$ cat config.mk
export PLATFORM = sky130hd
export DESIGN_NAME = pc_trace_tx
export DESIGN_NICKNAME = d
export VERILOG_FILES = /design/src/rtl/pc_trace_tx.sv
export SDC_FILE = /design/constraint.sdc
export NUM_CORES = 1
export LEC_CHECK = 0
export CELL_PAD_IN_SITES_DETAIL_PLACEMENT = 0
export CELL_PAD_IN_SITES_GLOBAL_PLACEMENT = 2
export CORE_MARGIN = 2
export CORE_UTILIZATION = 50
export DETAILED_ROUTE_END_ITERATION = 8
export HOLD_SLACK_MARGIN = 0.06
export PLACE_DENSITY = 0.86
export SKIP_LAST_GASP = 1
export SLEW_MARGIN = 20
export SYNTH_ARGS = -nofsm -noshare
export SYNTH_HDL_FRONTEND = slang
export SYNTH_SLANG_ARGS = --single-unit
$ cat constraint.sdc
create_clock -name CLK -period 10.9 [get_ports CLK]
set_input_delay 2.18 -clock CLK [delete_from_list [all_inputs] [get_ports CLK]]
set_output_delay 2.18 -clock CLK [all_outputs]
set_load 0.02 [all_outputs]
$ cat src/rtl/pc_trace_tx.sv
// pc_trace_tx: observes committed PC values, queues them in a small FIFO and
// streams each one to a host as an 8N1 UART frame (sync byte + PC, MSB first).
// Purely passive: the processor is never stalled or altered.
module pc_trace_tx #(
  parameter int         PC_WIDTH     = 32,
  parameter int         CLKS_PER_BIT = 868,
  parameter int         FIFO_DEPTH   = 8,
  parameter logic [7:0] SYNC_BYTE    = 8'hA5
) (
  input  logic                          CLK,
  input  logic                          RST,
  input  logic [PC_WIDTH-1:0]           PC,
  input  logic                          PC_VALID,
  input  logic                          ENABLE,
  input  logic                          CLR_OVF,
  output logic                          TX,
  output logic                          BUSY,
  output logic                          OVERFLOW,
  output logic [$clog2(FIFO_DEPTH):0]   LEVEL
);

  localparam int AW = $clog2(FIFO_DEPTH);
  localparam int LW = AW + 1;
  localparam int BW = $clog2(CLKS_PER_BIT);
  localparam int NB = PC_WIDTH / 8;
  localparam int IW = $clog2(NB + 1);

  localparam logic [BW-1:0] BAUD_LAST      = BW'(CLKS_PER_BIT - 1);
  // The last stop bit of a frame is one cycle short; the IDLE cycle that
  // follows (TX still high) completes it, so frames stay gap-free.
  localparam logic [BW-1:0] BAUD_STOP_LAST = BW'(CLKS_PER_BIT - 2);
  localparam logic [IW-1:0] NB_I           = IW'(NB);
  localparam logic [LW-1:0] DEPTH_L        = LW'(FIFO_DEPTH);

  typedef enum logic [1:0] {
    ST_IDLE  = 2'd0,
    ST_START = 2'd1,
    ST_DATA  = 2'd2,
    ST_STOP  = 2'd3
  } state_t;

  state_t                state_r, state_nxt;
  logic [BW-1:0]         baud_r, baud_nxt;
  logic [2:0]            bit_r, bit_nxt;
  logic [IW-1:0]         byte_r, byte_nxt;
  logic [7:0]            shift_r, shift_nxt;
  logic [PC_WIDTH-1:0]   word_r, word_nxt;
  logic                  tx_s, tx_r, busy_r, ovf_r, ovf_nxt;
  logic [LW-1:0]         level_r, level_nxt;
  logic [AW-1:0]         wr_ptr_r, rd_ptr_r;
  logic [PC_WIDTH-1:0]   mem_r [FIFO_DEPTH];
  logic                  push_s, pop_s, full_s, push_ok_s, drop_s;

  // FIFO bookkeeping: accepted pushes, drops, occupancy and sticky overflow.
  always_comb begin
    push_s    = PC_VALID && ENABLE;
    full_s    = (level_r == DEPTH_L);
    push_ok_s = push_s && (!full_s || pop_s);
    drop_s    = push_s && full_s && !pop_s;
    level_nxt = level_r;
    if (push_ok_s && !pop_s) begin
      level_nxt = level_r + 1'b1;
    end else if (!push_ok_s && pop_s) begin
      level_nxt = level_r - 1'b1;
    end else begin
      level_nxt = level_r;
    end
    if (drop_s) begin
      ovf_nxt = 1'b1;
    end else if (CLR_OVF) begin
      ovf_nxt = 1'b0;
    end else begin
      ovf_nxt = ovf_r;
    end
  end

  // UART framer next-state: bit timing, byte sequencing and line level.
  always_comb begin
    state_nxt = state_r;
    baud_nxt  = baud_r;
    bit_nxt   = bit_r;
    byte_nxt  = byte_r;
    shift_nxt = shift_r;
    word_nxt  = word_r;
    pop_s     = 1'b0;
    tx_s      = 1'b1;
    case (state_r)
      ST_IDLE: begin
        tx_s = 1'b1;
        if (level_r != {LW{1'b0}}) begin
          pop_s     = 1'b1;
          word_nxt  = mem_r[rd_ptr_r];
          shift_nxt = SYNC_BYTE;
          byte_nxt  = {IW{1'b0}};
          baud_nxt  = {BW{1'b0}};
          state_nxt = ST_START;
        end else begin
          baud_nxt  = {BW{1'b0}};
        end
      end
      ST_START: begin
        tx_s = 1'b0;
        if (baud_r == BAUD_LAST) begin
          baud_nxt  = {BW{1'b0}};
          bit_nxt   = 3'd0;
          state_nxt = ST_DATA;
        end else begin
          baud_nxt  = baud_r + 1'b1;
        end
      end
      ST_DATA: begin
        tx_s = shift_r[0];
        if (baud_r == BAUD_LAST) begin
          baud_nxt  = {BW{1'b0}};
          shift_nxt = {1'b0, shift_r[7:1]};
          if (bit_r == 3'd7) begin
            state_nxt = ST_STOP;
          end else begin
            bit_nxt   = bit_r + 1'b1;
          end
        end else begin
          baud_nxt  = baud_r + 1'b1;
        end
      end
      ST_STOP: begin
        tx_s = 1'b1;
        if (byte_r != NB_I) begin
          if (baud_r == BAUD_LAST) begin
            baud_nxt  = {BW{1'b0}};
            shift_nxt = word_r[PC_WIDTH-1 -: 8];
            word_nxt  = word_r << 4'd8;
            byte_nxt  = byte_r + 1'b1;
            state_nxt = ST_START;
          end else begin
            baud_nxt  = baud_r + 1'b1;
          end
        end else begin
          if (baud_r == BAUD_STOP_LAST) begin
            baud_nxt  = {BW{1'b0}};
            state_nxt = ST_IDLE;
          end else begin
            baud_nxt  = baud_r + 1'b1;
          end
        end
      end
      default: begin
        tx_s      = 1'b1;
        baud_nxt  = {BW{1'b0}};
        state_nxt = ST_IDLE;
      end
    endcase
  end

  // State, datapath and registered outputs; reset drives the line idle at once.
  always_ff @(posedge CLK or negedge RST) begin
    if (!RST) begin
      state_r  <= ST_IDLE;
      baud_r   <= {BW{1'b0}};
      bit_r    <= 3'd0;
      byte_r   <= {IW{1'b0}};
      shift_r  <= 8'd0;
      word_r   <= {PC_WIDTH{1'b0}};
      tx_r     <= 1'b1;
      busy_r   <= 1'b0;
      ovf_r    <= 1'b0;
      level_r  <= {LW{1'b0}};
      wr_ptr_r <= {AW{1'b0}};
      rd_ptr_r <= {AW{1'b0}};
    end else begin
      state_r  <= state_nxt;
      baud_r   <= baud_nxt;
      bit_r    <= bit_nxt;
      byte_r   <= byte_nxt;
      shift_r  <= shift_nxt;
      word_r   <= word_nxt;
      tx_r     <= tx_s;
      busy_r   <= (state_nxt != ST_IDLE) || (level_nxt != {LW{1'b0}});
      ovf_r    <= ovf_nxt;
      level_r  <= level_nxt;
      wr_ptr_r <= push_ok_s ? wr_ptr_r + 1'b1 : wr_ptr_r;
      rd_ptr_r <= pop_s ? rd_ptr_r + 1'b1 : rd_ptr_r;
    end
  end

  // FIFO storage; contents are only meaningful below LEVEL so need no reset.
  always_ff @(posedge CLK) begin
    if (push_ok_s) begin
      mem_r[wr_ptr_r] <= PC;
    end
  end

  assign TX       = tx_r;
  assign BUSY     = busy_r;
  assign OVERFLOW = ovf_r;
  assign LEVEL    = level_r;

endmodule

==> results of run 1 <==
-- layout make-up --
type	instances	area, um^2
fill	1914	10900
sequential	327	9470
multi-input combinational	359	3600
clock buffer	35	791
timing repair buffer	58	661
tap	335	419
clock inverter	21	144
inverter	13	48.8
-- cell families after synthesis --
| group | Yosys count | share of synthesized area (%) |
|---|---|---|
| adders and majority gates | 16 | 1.49 |
| muxes | 107 | 14.4 |
| DFF | 327 | 71.4 |
| AOI/OAI and AO/OA | 88 | 4.49 |
| and+or+nand+nor | 134 | 5.39 |
| buffers and inverters | 56 | 1.82 |
| xor gates and xnor gates | 14 | 0.925 |
-- through the flow --
step / total power [mW] / instances
finish: 3.64 / 1148
global placement: 2.65 / 1086
CTS: 3.66 / 1142
detailed placement: 2.67 / 1086
global route: 3.83 / 1148
floorplan: 2.37 / 742
-- sequential cells by signal (all words and copies together) (netlist names) --
| register | flops |
|---|---|
| mem_r | 256 |
| OVERFLOW | 1 |
| wr_ptr_r | 3 |
| bit_r | 3 |
| byte_r | 3 |
| shift_r | 8 |
| state_r | 2 |
| TX | 1 |
| BUSY | 1 |
| word_r | 32 |
| baud_r | 10 |
| LEVEL | 4 |
| rd_ptr_r | 3 |
-- cells in the mapped netlist (4+ instances only) --
| library cell | count | area (um^2) |
|---|---|---|
| a211oi_1 | 20 | 150 |
| ha_1 | 15 | 188 |
| nand2b_1 | 5 | 31.3 |
| a22o_1 | 4 | 35.0 |
| clkbuf_1 | 24 | 90.1 |
| nand3_1 | 8 | 40.0 |
| nand4_1 | 5 | 31.3 |
| buf_2 | 13 | 65.1 |
| mux2_4 | 8 | 120 |
| dfrtp_1 | 70 | 1750 |
| edfxtp_1 | 256 | 7690 |
| o21ai_0 | 19 | 95.1 |
| a21oi_1 | 12 | 60.1 |
| o21ai_1 | 6 | 30.0 |
| mux2i_1 | 33 | 330 |
| xnor2_1 | 6 | 52.6 |
| xor2_1 | 8 | 70.1 |
| nand2_1 | 27 | 101 |
| mux4_2 | 64 | 1440 |
| and3_1 | 6 | 37.5 |
| nor2_1 | 46 | 173 |
| nor3b_1 | 19 | 143 |
| inv_1 | 13 | 48.8 |
-- worst max-delay path by stage --
| stage | start | to | slack, ns |
|---|---|---|---|
| after floorplan | PC_VALID | mem_r[0][0] | 5.24 |
| after global placement | PC_VALID | mem_r[3][9] | 5.99 |
| after detailed placement | PC_VALID | mem_r[3][14] | 5.90 |
| after CTS | ENABLE | mem_r[3][6] | 6.48 |
| after global routing | ENABLE | mem_r[3][6] | 6.53 |
| final | PC_VALID | mem_r[3][4] | 6.69 |
-- power groups by stage --
| stage | Combinational [mW] | Clock (mW) | Sequential (mW) |
|---|---|---|---|
| after floorplan | 0.765 | 0 | 1.61 |
| after detailed placement | 1.01 | 0 | 1.67 |
| after CTS | 1.01 | 1.01 | 1.64 |
| final | 1.02 | 0.987 | 1.64 |
| after global routing | 1.10 | 1.06 | 1.66 |
| after global placement | 0.993 | 0 | 1.66 |
-- worst min-delay path, stage by stage, from the launching register on --
cell and delay, ns:
dfrtp_1 0.34, nand2_1 0.05, o21ai_0 0.06
-- layer usage --
layer	GRT usage [%]	share of wire (%)	up-vias
met5	0	0	-
met4	4.01	2.0	0
met3	2.52	5.4	43
met2	30.6	50	203
met1	25.3	43	3444
li1	-	-	3026
==> summary.md, run 1 <==
| Metric | Value |
|---|---|
| Outcome | complete, no violations |
| Post-synthesis sequential area ratio | approximately 71% |
| Slew Limit Fails | 0 |
| Netlist area before placement | 0.0133 mm^2 |
| Crit end category | register |
| CP arrival | around 4.5 ns |
| Max_slew headroom | 40.2% |
| Worst IR Drop VDD | around 0.17 mV |
| H-Tree Depth | 1 |
| Sw Ratio | a little under a third |
| Crit-path max FO | 19 |
| Pre-antenna DRT Iters | 5 |
| Vias in the first global route | just under 7000 |
| Buf/Inv on CP | 2 |
| Part of the power in combinational logic | about 28% |
| Design Area, Final | roughly 0.015 mm^2 |
| Commonest non-fill, non-tap cells in the layout | edfxtp_1, dfrtp_1, mux4_2 |
| GRT overflow | 0 |
| Total power per unit cell area | approximately 240 mW/mm^2 |
| Initial Util | approximately half |
| Port Buffers | 43 |
| Syn_area_per_cell | about 18 um^2 |
| Async set or reset register ratio after synthesis | roughly 22% |
| Most frequent CP cell | and2_1 |
| Worst Tran Pin Value | 0.897 ns |
| Wirelength, routed | ~25000 um |
| Reg-to-reg endpoint | mem_r[3][4] |
| Final Setup Violations | 0 |
| Final Hold Vio Count | 0 |
| Core Box Area | around 0.026 mm^2 |
| Worst reg2reg path depth | 7 |
| Launching point of the worst reg2reg path | state_r[1] |
| CTS root buffer | clkbuf_16 |
| Crit path max-delay cell type | nor2_4 |
| Max stage delay on crit path | roughly 0.69 ns |
| Hold Path Origin | word_r[5] |
| Area grow syn2layout | 14.2% |
| Synth warn | 0 |
| Int Power | 2.51 mW |
| Syn Nets | 794 |
| Final worst setup slack | approximately 6.7 ns |
| Post-route minimum period | 4.21 ns |
| Row Count | slightly below 60 |
| Worst skew pair latency | between 0.5 and 0.6 ns |
| Hold path depth | 2 |
| Net Sw Power | around 1.1 mW |
| First-pass GRT wire length | around 39000 um |
| GRT Resource Usage Total | between 10% and 20% |
| Vias | approximately 6700 |
| ANT cells | 0 |
| Unrepaired setup endpoints after global routing | no |
| Crit path cell chain | clkdlybuf4s50_1, and2_1, and2_1, nand2_1, nor2_4, buf_16 |
| Max-cap violations | 0 |
| CTS tree | yes |
| First DRT Iteration DRCs | about 550 |
| Die Area | around 0.028 mm^2 |
| Largest net degree at the start of global routing | 72 |
| Number of synthesized flops with an enable pin | roughly 260 |
| Die height | 167 um |
| Worst min-delay path class | register to register |
| Drt wl/cell | approximately 22 um |
| GP Congestion | around 0.76 |
| Fmax | around 240 MHz |
| Layout cells sized above 1 | 19.1% |
| Nets | between 800 and 900 |
| Cts hold-fix bufs | 0 |
| Pre-CTS setup slack | between 5 and 6 ns |
| Commonest non-fill, non-tap cell in the layout | edfxtp_1 |
| Clock power share | ~27% |
| Hold Path End | word_r[5] |
| Seq pwr share | 45.0% |
| DRC viols | 0 |
| Clock edge transition at the registers on the reported setup and hold paths | ~0.060 ns |
| Clock sinks | 327 |
| Initial antenna violation count | 0 |
| Leakage power | just over 5 nW |
| Chip width | around 170 um |
| Post-DP HPWL | around 14000 um |
| CTS Buf Count | 31 |
| R2R Setup Slk | 7.71 ns |
| Top_reg_cell synth | edfxtp_1 |
| Routed Antenna Nets | 0 |
| I/O pins | 44 |
| TNS Setup | 0 ns |
| FF+latch count, synth | 327 |
| Final Cycle Share | approximately 39% |
| Post-CTS Setup Inserts | 0 |
| Yosys cell types | 55 |
| PostCTS Resize Cnt | 0 |
| Type of origin of the critical path | primary input |
| Vias/cell | 5.85 |
| Clock skew | 0.00954 ns |
| Instance count on the critical path | 6 |
| CP Data Required Time | between 10 and 15 ns |
| Final Hold Slack | between 0.4 and 0.5 ns |
| Crit-path leading delay family | simple AND/OR/NAND/NOR gates |
| Cells after synthesis | 742 |
| Final core occ | between 50 and 60% |
| Clk buf depth | 3 |
| Critical path class | primary input to register |
| Dpl cell area | ~0.014 mm^2 |
No activity file was read; power rests on OpenSTA's default activity.
==> inputs of run 2 (changes only) <==
--- a/config.mk
+++ b/config.mk
@@ -8,10 +8,10 @@
 export CELL_PAD_IN_SITES_DETAIL_PLACEMENT = 0
 export CELL_PAD_IN_SITES_GLOBAL_PLACEMENT = 2
 export CORE_MARGIN = 2
-export CORE_UTILIZATION = 50
+export CORE_UTILIZATION = 47
 export DETAILED_ROUTE_END_ITERATION = 8
 export HOLD_SLACK_MARGIN = 0.06
-export PLACE_DENSITY = 0.86
+export PLACE_DENSITY = 0.81
 export SKIP_LAST_GASP = 1
 export SLEW_MARGIN = 20
 export SYNTH_ARGS = -nofsm -noshare
==> constraint.sdc (replaced) <==
create_clock -name CLK -period 3.9 [get_ports CLK]
set_input_delay 0.78 -clock CLK [delete_from_list [all_inputs] [get_ports CLK]]
set_output_delay 0.78 -clock CLK [all_outputs]
set_load 0.02 [all_outputs]
==> summary.md, run 2 (synthesis results as in run 1) <==
| Metric | Value |
|---|---|
| Outcome | complete, no violations |
| Seq pwr share | 44.4% (-0.6 points) |
| Layout cells sized above 1 | 20.3% (+1.3 points) |
| I/O pins | 44 (unchanged) |
| Chip width | 172 um (+3.1%) |
| Instance count on the critical path | 7 (+1) |
| Drt wl/cell | 21.4 um (-1.9%) |
| Post-route minimum period | ~3 ns |
| CTS Buf Count | 35 (+13%) |
| Post-CTS Setup Inserts | 0 (unchanged) |
| Pre-antenna DRT Iters | 5 (unchanged) |
| Buf/Inv on CP | 2 (unchanged) |
| GRT Resource Usage Total | 18.3% (+0.25 points) |
| Part of the power in combinational logic | 26.3% (-1.6 points) |
| Max-cap violations | 0 (unchanged) |
| Crit-path max FO | 32 (+13) |
| Clock power share | 29.3% (+2.2 points) |
| Port Buffers | 43 (unchanged) |
| Worst Tran Pin Value | 1.10 ns (+0.206 ns) |
| Core Box Area | 0.0278 mm^2 (+6.6%) |
| Dpl cell area | 0.0142 mm^2 (+1.3%) |
| Vias in the first global route | 7176 (+4.5%) |
| Crit path max-delay cell type | buf_4 |
| Clk buf depth | 3 (unchanged) |
| Die height | 172 um (+3.1%) |
| Nets | 850 (+0.95%) |
| Vias | 6707 (-0.13%) |
| Worst skew pair latency | 0.52 ns (-0.05 ns) |
| Commonest non-fill, non-tap cell in the layout | edfxtp_1 |
| Clock edge transition at the registers on the reported setup and hold paths | 0.06 ns (about the same) |
| Clock sinks | 327 (unchanged) |
| Crit-path leading delay family | simple AND/OR/NAND/NOR gates |
| Max_slew headroom | 26.4% (-14 points) |
| Critical path class | register to register |
| Vias/cell | 5.59 (-4.5%) |
| Sw Ratio | 30.6% (-0.38 points) |
| Max FFs per register | 256 (unchanged) |
| CTS tree | yes |
| Crit path cell chain | inv_1, ha_1, nand4bb_1, and2_1, nand2_1, nor3_4, buf_4 |
| Cts hold-fix bufs | 0 (unchanged) |
| GRT overflow | 0 (unchanged) |
| Type of origin of the critical path | register |
| Initial antenna violation count | 0 (unchanged) |
| Worst min-delay path class | primary input to async pin |
| Clock skew | 0.0177 ns (+0.00815 ns) |
| Wirelength, routed | 25700 um (+2.5%) |
| Max stage delay on crit path | 0.49 ns (-0.20 ns) |
| Largest net degree at the start of global routing | 72 (unchanged) |
| H-Tree Depth | 2 (+1) |
| Pwr Total | 10.6 mW (+190%) |
| Total power per unit cell area | 694 mW/mm^2 (+190%) |
| Routed Antenna Nets | 0 (unchanged) |
| First-pass GRT wire length | 40500 um (+4.0%) |
| Biggest registers after layout | mem_r: 256 flops, word_r: 32 flops, baud_r: 10 flops |
| Top reg by flops | mem_r |
| Leakage power | 5.26 nW (+1.7%) |
| Final Setup Violations | 0 (unchanged) |
| Final Hold Vio Count | 0 (unchanged) |
| Worst reg2reg path depth | 7 (unchanged) |
| Commonest non-fill, non-tap cells in the layout | edfxtp_1, dfrtp_1, mux4_2 |
| First DRT Iteration DRCs | 460 (-17%) |
| Int Power | 7.36 mW (+190%) |
| TNS Setup | 0 ns (unchanged) |
| Slew Limit Fails | 0 (unchanged) |
| Die Area | 0.0296 mm^2 (+6.2%) |
| Fmax | 334 MHz |
| Worst IR Drop VDD | 0.417 mV (+140%) |
| GP Congestion | 0.740 (-2.2%) |
| Initial Util | 47.7% (-3.2 points) |
| CP Data Required Time | 4.04 ns (-7.13 ns) |
| ANT cells | 0 (unchanged) |
| Crit end category | register |
| CP arrival | 3.14 ns (-1.34 ns) |
| Post-DP HPWL | 15600 um (+9.2%) |
| Area grow syn2layout | 15.3% |
| Row Count | 61 (+3.4%) |
| Unrepaired setup endpoints after global routing | no |
| Design Area, Final | 0.0153 mm^2 (+0.96%) |
| PostCTS Resize Cnt | 0 (unchanged) |
| Net Sw Power | 3.24 mW (+190%) |
| Final Cycle Share | between 70% and 80% |
| DRC viols | 0 (unchanged) |
| CTS root buffer | clkbuf_16 |
==> run 2: cell types whose count changed in the layout (fill, tap and decap cells not counted), sizes merged <==
cell / delta
buf: +4
clkbuf: +4
clkinv: +7
inv: -4
bufinv: +2
clkinvlp: -4
==> run 2: power by group through the flow <==
stage,clock network (mW),logic (mW),registers [mW]
3_3_place_gp,0,2.78,4.76
5_1_grt,3.32,3.04,4.78
6_report,3.11,2.78,4.71
3_5_place_dp,0,2.83,4.79
2_1_floorplan,0,2.14,4.50
4_1_cts,3.18,2.83,4.72
==> run 2: path summary, 6_finish.rpt <==
check | start | end | slack, ns
setup reg to reg | state_r[1] | mem_r[1][4] | 0.91
setup / recovery | state_r[1] | mem_r[1][4] | 0.91
hold / removal | RST | LEVEL[2] | 0.37
hold reg to reg | word_r[2] | word_r[2] | 0.48
max in group asynchronous | RST | rd_ptr_r[0] | 2.77
min in group CLK | word_r[2] | word_r[2] | 0.48
==> run 2: stage by stage <==
stage | utilization, % | hold slack (ns) | cells | worst slack (ns)
2_1_floorplan | - | 0.450 | 742 | 0.497
3_3_place_gp | 51.2 | 0.475 | 1139 | 0.703
3_5_place_dp | 51.2 | 0.476 | 1139 | 0.642
4_1_cts | 55.0 | 0.434 | 1200 | 0.918
5_1_grt | 55.0 | 0.475 | 1200 | 0.692
6_report | 55.0 | 0.367 | 1200 | 0.906
==> run 2: layer usage <==
layer  track usage (%)  vias to the layer above  share of wire [%]
met4              4.46                        0                1.3
met1              24.9                     3481                 44
li1                  -                     3036                  -
met2              31.3                      159                 51
met5                 0                        -                  0
met3              2.91                       31                4.2
==> run 2: cell type report <==
class / instances / area, um^2
clock buffer: 39 / 891
fill: 2154 / 12500
multi-input combinational: 359 / 3620
clock inverter: 22 / 175
tap: 378 / 473
inverter: 13 / 48.8
timing repair buffer: 62 / 608
sequential: 327 / 9470
==> inputs of run 3 (changes only) <==
==> constraint.sdc (replaced) <==
create_clock -name CLK -period 2.82 [get_ports CLK]
set_input_delay 0.564 -clock CLK [delete_from_list [all_inputs] [get_ports CLK]]
set_output_delay 0.564 -clock CLK [all_outputs]
set_load 0.02 [all_outputs]
==> summary.md, run 3 (synthesis results as in run 1) <==
| Metric | Value |
|---|---|
| Area grow syn2layout | 17.4% |
| Outcome | complete, no violations |
| Worst min-delay path class | primary input to async pin |
| Slew Limit Fails | 0 (unchanged) |
| Crit-path max FO | 32 (unchanged) |
| Unrepaired setup endpoints after global routing | no |
| Max-cap violations | 0 (unchanged) |
| Design Area, Final | 0.0156 mm^2 (+1.8%) |
| Drt wl/cell | 21.4 um (about the same) |
| Die Area | 0.0296 mm^2 (unchanged) |
| Worst Tran Pin Value | 0.627 ns (-0.477 ns) |
| Vias in the first global route | 7121 (-0.77%) |
| Core Box Area | 0.0278 mm^2 (unchanged) |
| Initial antenna violation count | 0 (unchanged) |
| Crit path max-delay cell type | dfrtp_1 |
| First-pass GRT wire length | 41200 um (+1.6%) |
| Nets | 864 (+1.6%) |
| Clock skew | 0.0176 ns (-0.0000464 ns) |
| CP Data Required Time | 3.02 ns (-1.02 ns) |
| Max FFs per register | 256 (unchanged) |
| Worst IR Drop VDD | 0.509 mV (+22%) |
| GP Congestion | 0.774 (+4.5%) |
| CP arrival | 2.59 ns (-0.55 ns) |
| Post-CTS Setup Inserts | 0 (unchanged) |
| Pre-antenna DRT Iters | 4 (-1) |
| Port Buffers | 43 (unchanged) |
| Pwr Total | 15.0 mW (+42%) |
| Chip width | 172 um (unchanged) |
| Worst skew pair latency | 0.52 ns (about the same) |
| Post-DP HPWL | 15800 um (+1.5%) |
| Placed instance count | 1153 (+1.2%) |
| Commonest non-fill, non-tap cells in the layout | edfxtp_1, dfrtp_1, mux4_2 |
| Max stage delay on crit path | 0.49 ns (about the same) |
| Clock edge transition at the registers on the reported setup and hold paths | 0.06 ns (about the same) |
| Crit-path leading delay family | simple AND/OR/NAND/NOR gates |
| Final Setup Violations | 0 (unchanged) |
| Row Count | 61 (unchanged) |
| CTS root buffer | clkbuf_16 |
| ANT cells | 0 (unchanged) |
| H-Tree Depth | 2 (unchanged) |
| Type of origin of the critical path | register |
| Routed Antenna Nets | 0 (unchanged) |
| Crit end category | register |
| Crit path cell chain | inv_1, ha_1, nand4bb_1, and2_1, nand2b_1, nor3_4, buf_12 |
| First DRT Iteration DRCs | 570 (+24%) |
| Clock sinks | 327 (unchanged) |
| Clk buf depth | 3 (unchanged) |
| Max_slew headroom | 58.2% (+32 points) |
| Final Cycle Share | 84.7% (+7.9 points) |
| CTS Buf Count | 35 (unchanged) |
| Post-route minimum period | 2.39 ns (-0.606 ns) |
| Buf/Inv on CP | 2 (unchanged) |
| Largest net degree at the start of global routing | 47 (-35%) |
| Vias/cell | 5.52 (-1.2%) |
| Biggest registers after layout | mem_r: 256 flops, word_r: 32 flops, baud_r: 10 flops |
| Vias | 6713 (+0.089%) |
| Initial Util | 47.7% (unchanged) |
| CTS tree | yes |
| PostCTS Resize Cnt | 0 (unchanged) |
| Layout cells sized above 1 | 21.2% (+0.92 points) |
| Final Hold Vio Count | 0 (unchanged) |
| Die height | 172 um (unchanged) |
| I/O pins | 44 (unchanged) |
| GRT overflow | 0 (unchanged) |
| Top reg by flops | mem_r |
| Commonest non-fill, non-tap cell in the layout | edfxtp_1 |
| GRT Resource Usage Total | 18.8% (+0.46 points) |
| Non-filler instance count after layout | 1216 (+1.3%) |
| Wirelength, routed | 26100 um (+1.4%) |
| Final Hold Slack | 0.0759 ns (-0.291 ns) |
| TNS Setup | 0 ns (unchanged) |
| Fmax | 419 MHz (+25%) |
| Critical path class | register to register |
| DRC viols | 0 (unchanged) |
| Dpl cell area | 0.0144 mm^2 (+1.4%) |
| Cts hold-fix bufs | 0 (unchanged) |
| Leakage power | 5.38 nW (+2.2%) |
| Total power per unit cell area | 966 mW/mm^2 (+39%) |
-- run 3: worst reg2reg max path: cells and delay by family, from the launching register on --
kind	cells	cell delay [ns]
adder cells (fa/ha/maj)	1	0.29
buffers and inverters	2	0.35
flip-flops	1	0.49
AND/OR/NAND/NOR	4	0.91
-- run 3: cell type report --
type,count,area (um^2)
Clock buffer,47,941
Fill cell,2159,12200
Sequential cell,327,9470
Clock inverter,16,196
Multi-Input combinational cell,359,3620
Timing Repair Buffer,76,813
Inverter,13,48.8
Tap cell,378,473
-- run 3: final timing paths --
kind                       startpoint      endpoint  slack (ns)  cells after the start
max in group asynchronous         RST    shift_r[4]        2.17                      2
hold / removal                    RST      OVERFLOW        0.08                      1
setup reg to reg             LEVEL[0]  mem_r[0][12]        0.43                      7
hold reg to reg             word_r[4]     word_r[4]        0.49                      2
min in group CLK            word_r[4]     word_r[4]        0.49                      2
setup / recovery             LEVEL[0]  mem_r[0][12]        0.43                      7
-- run 3: power breakdown --
part           internal [mW]  leakage, nW  switching, mW
sequential              5.87         3.17          0.505
combinational           1.96         1.66           2.17
clock                   2.73        0.556           1.80
total                   10.6         5.38           4.48
-- run 3: layer usage --
layer	up-vias	global-route usage [%]	share of wire (%)
met1	3448	24.7	41
met5	-	0	0
met4	0	5.66	2.3
li1	3069	-	-
met2	152	32.1	50
met3	44	3.46	5.9
-- run 3: stage by stage --
step	util, %	setup WS, ns
after floorplan	-	-0.504
after global placement	51.9	0.222
after detailed placement	51.9	0.163
after CTS	56.0	0.429
after global routing	56.0	0.239
final	56.0	0.432
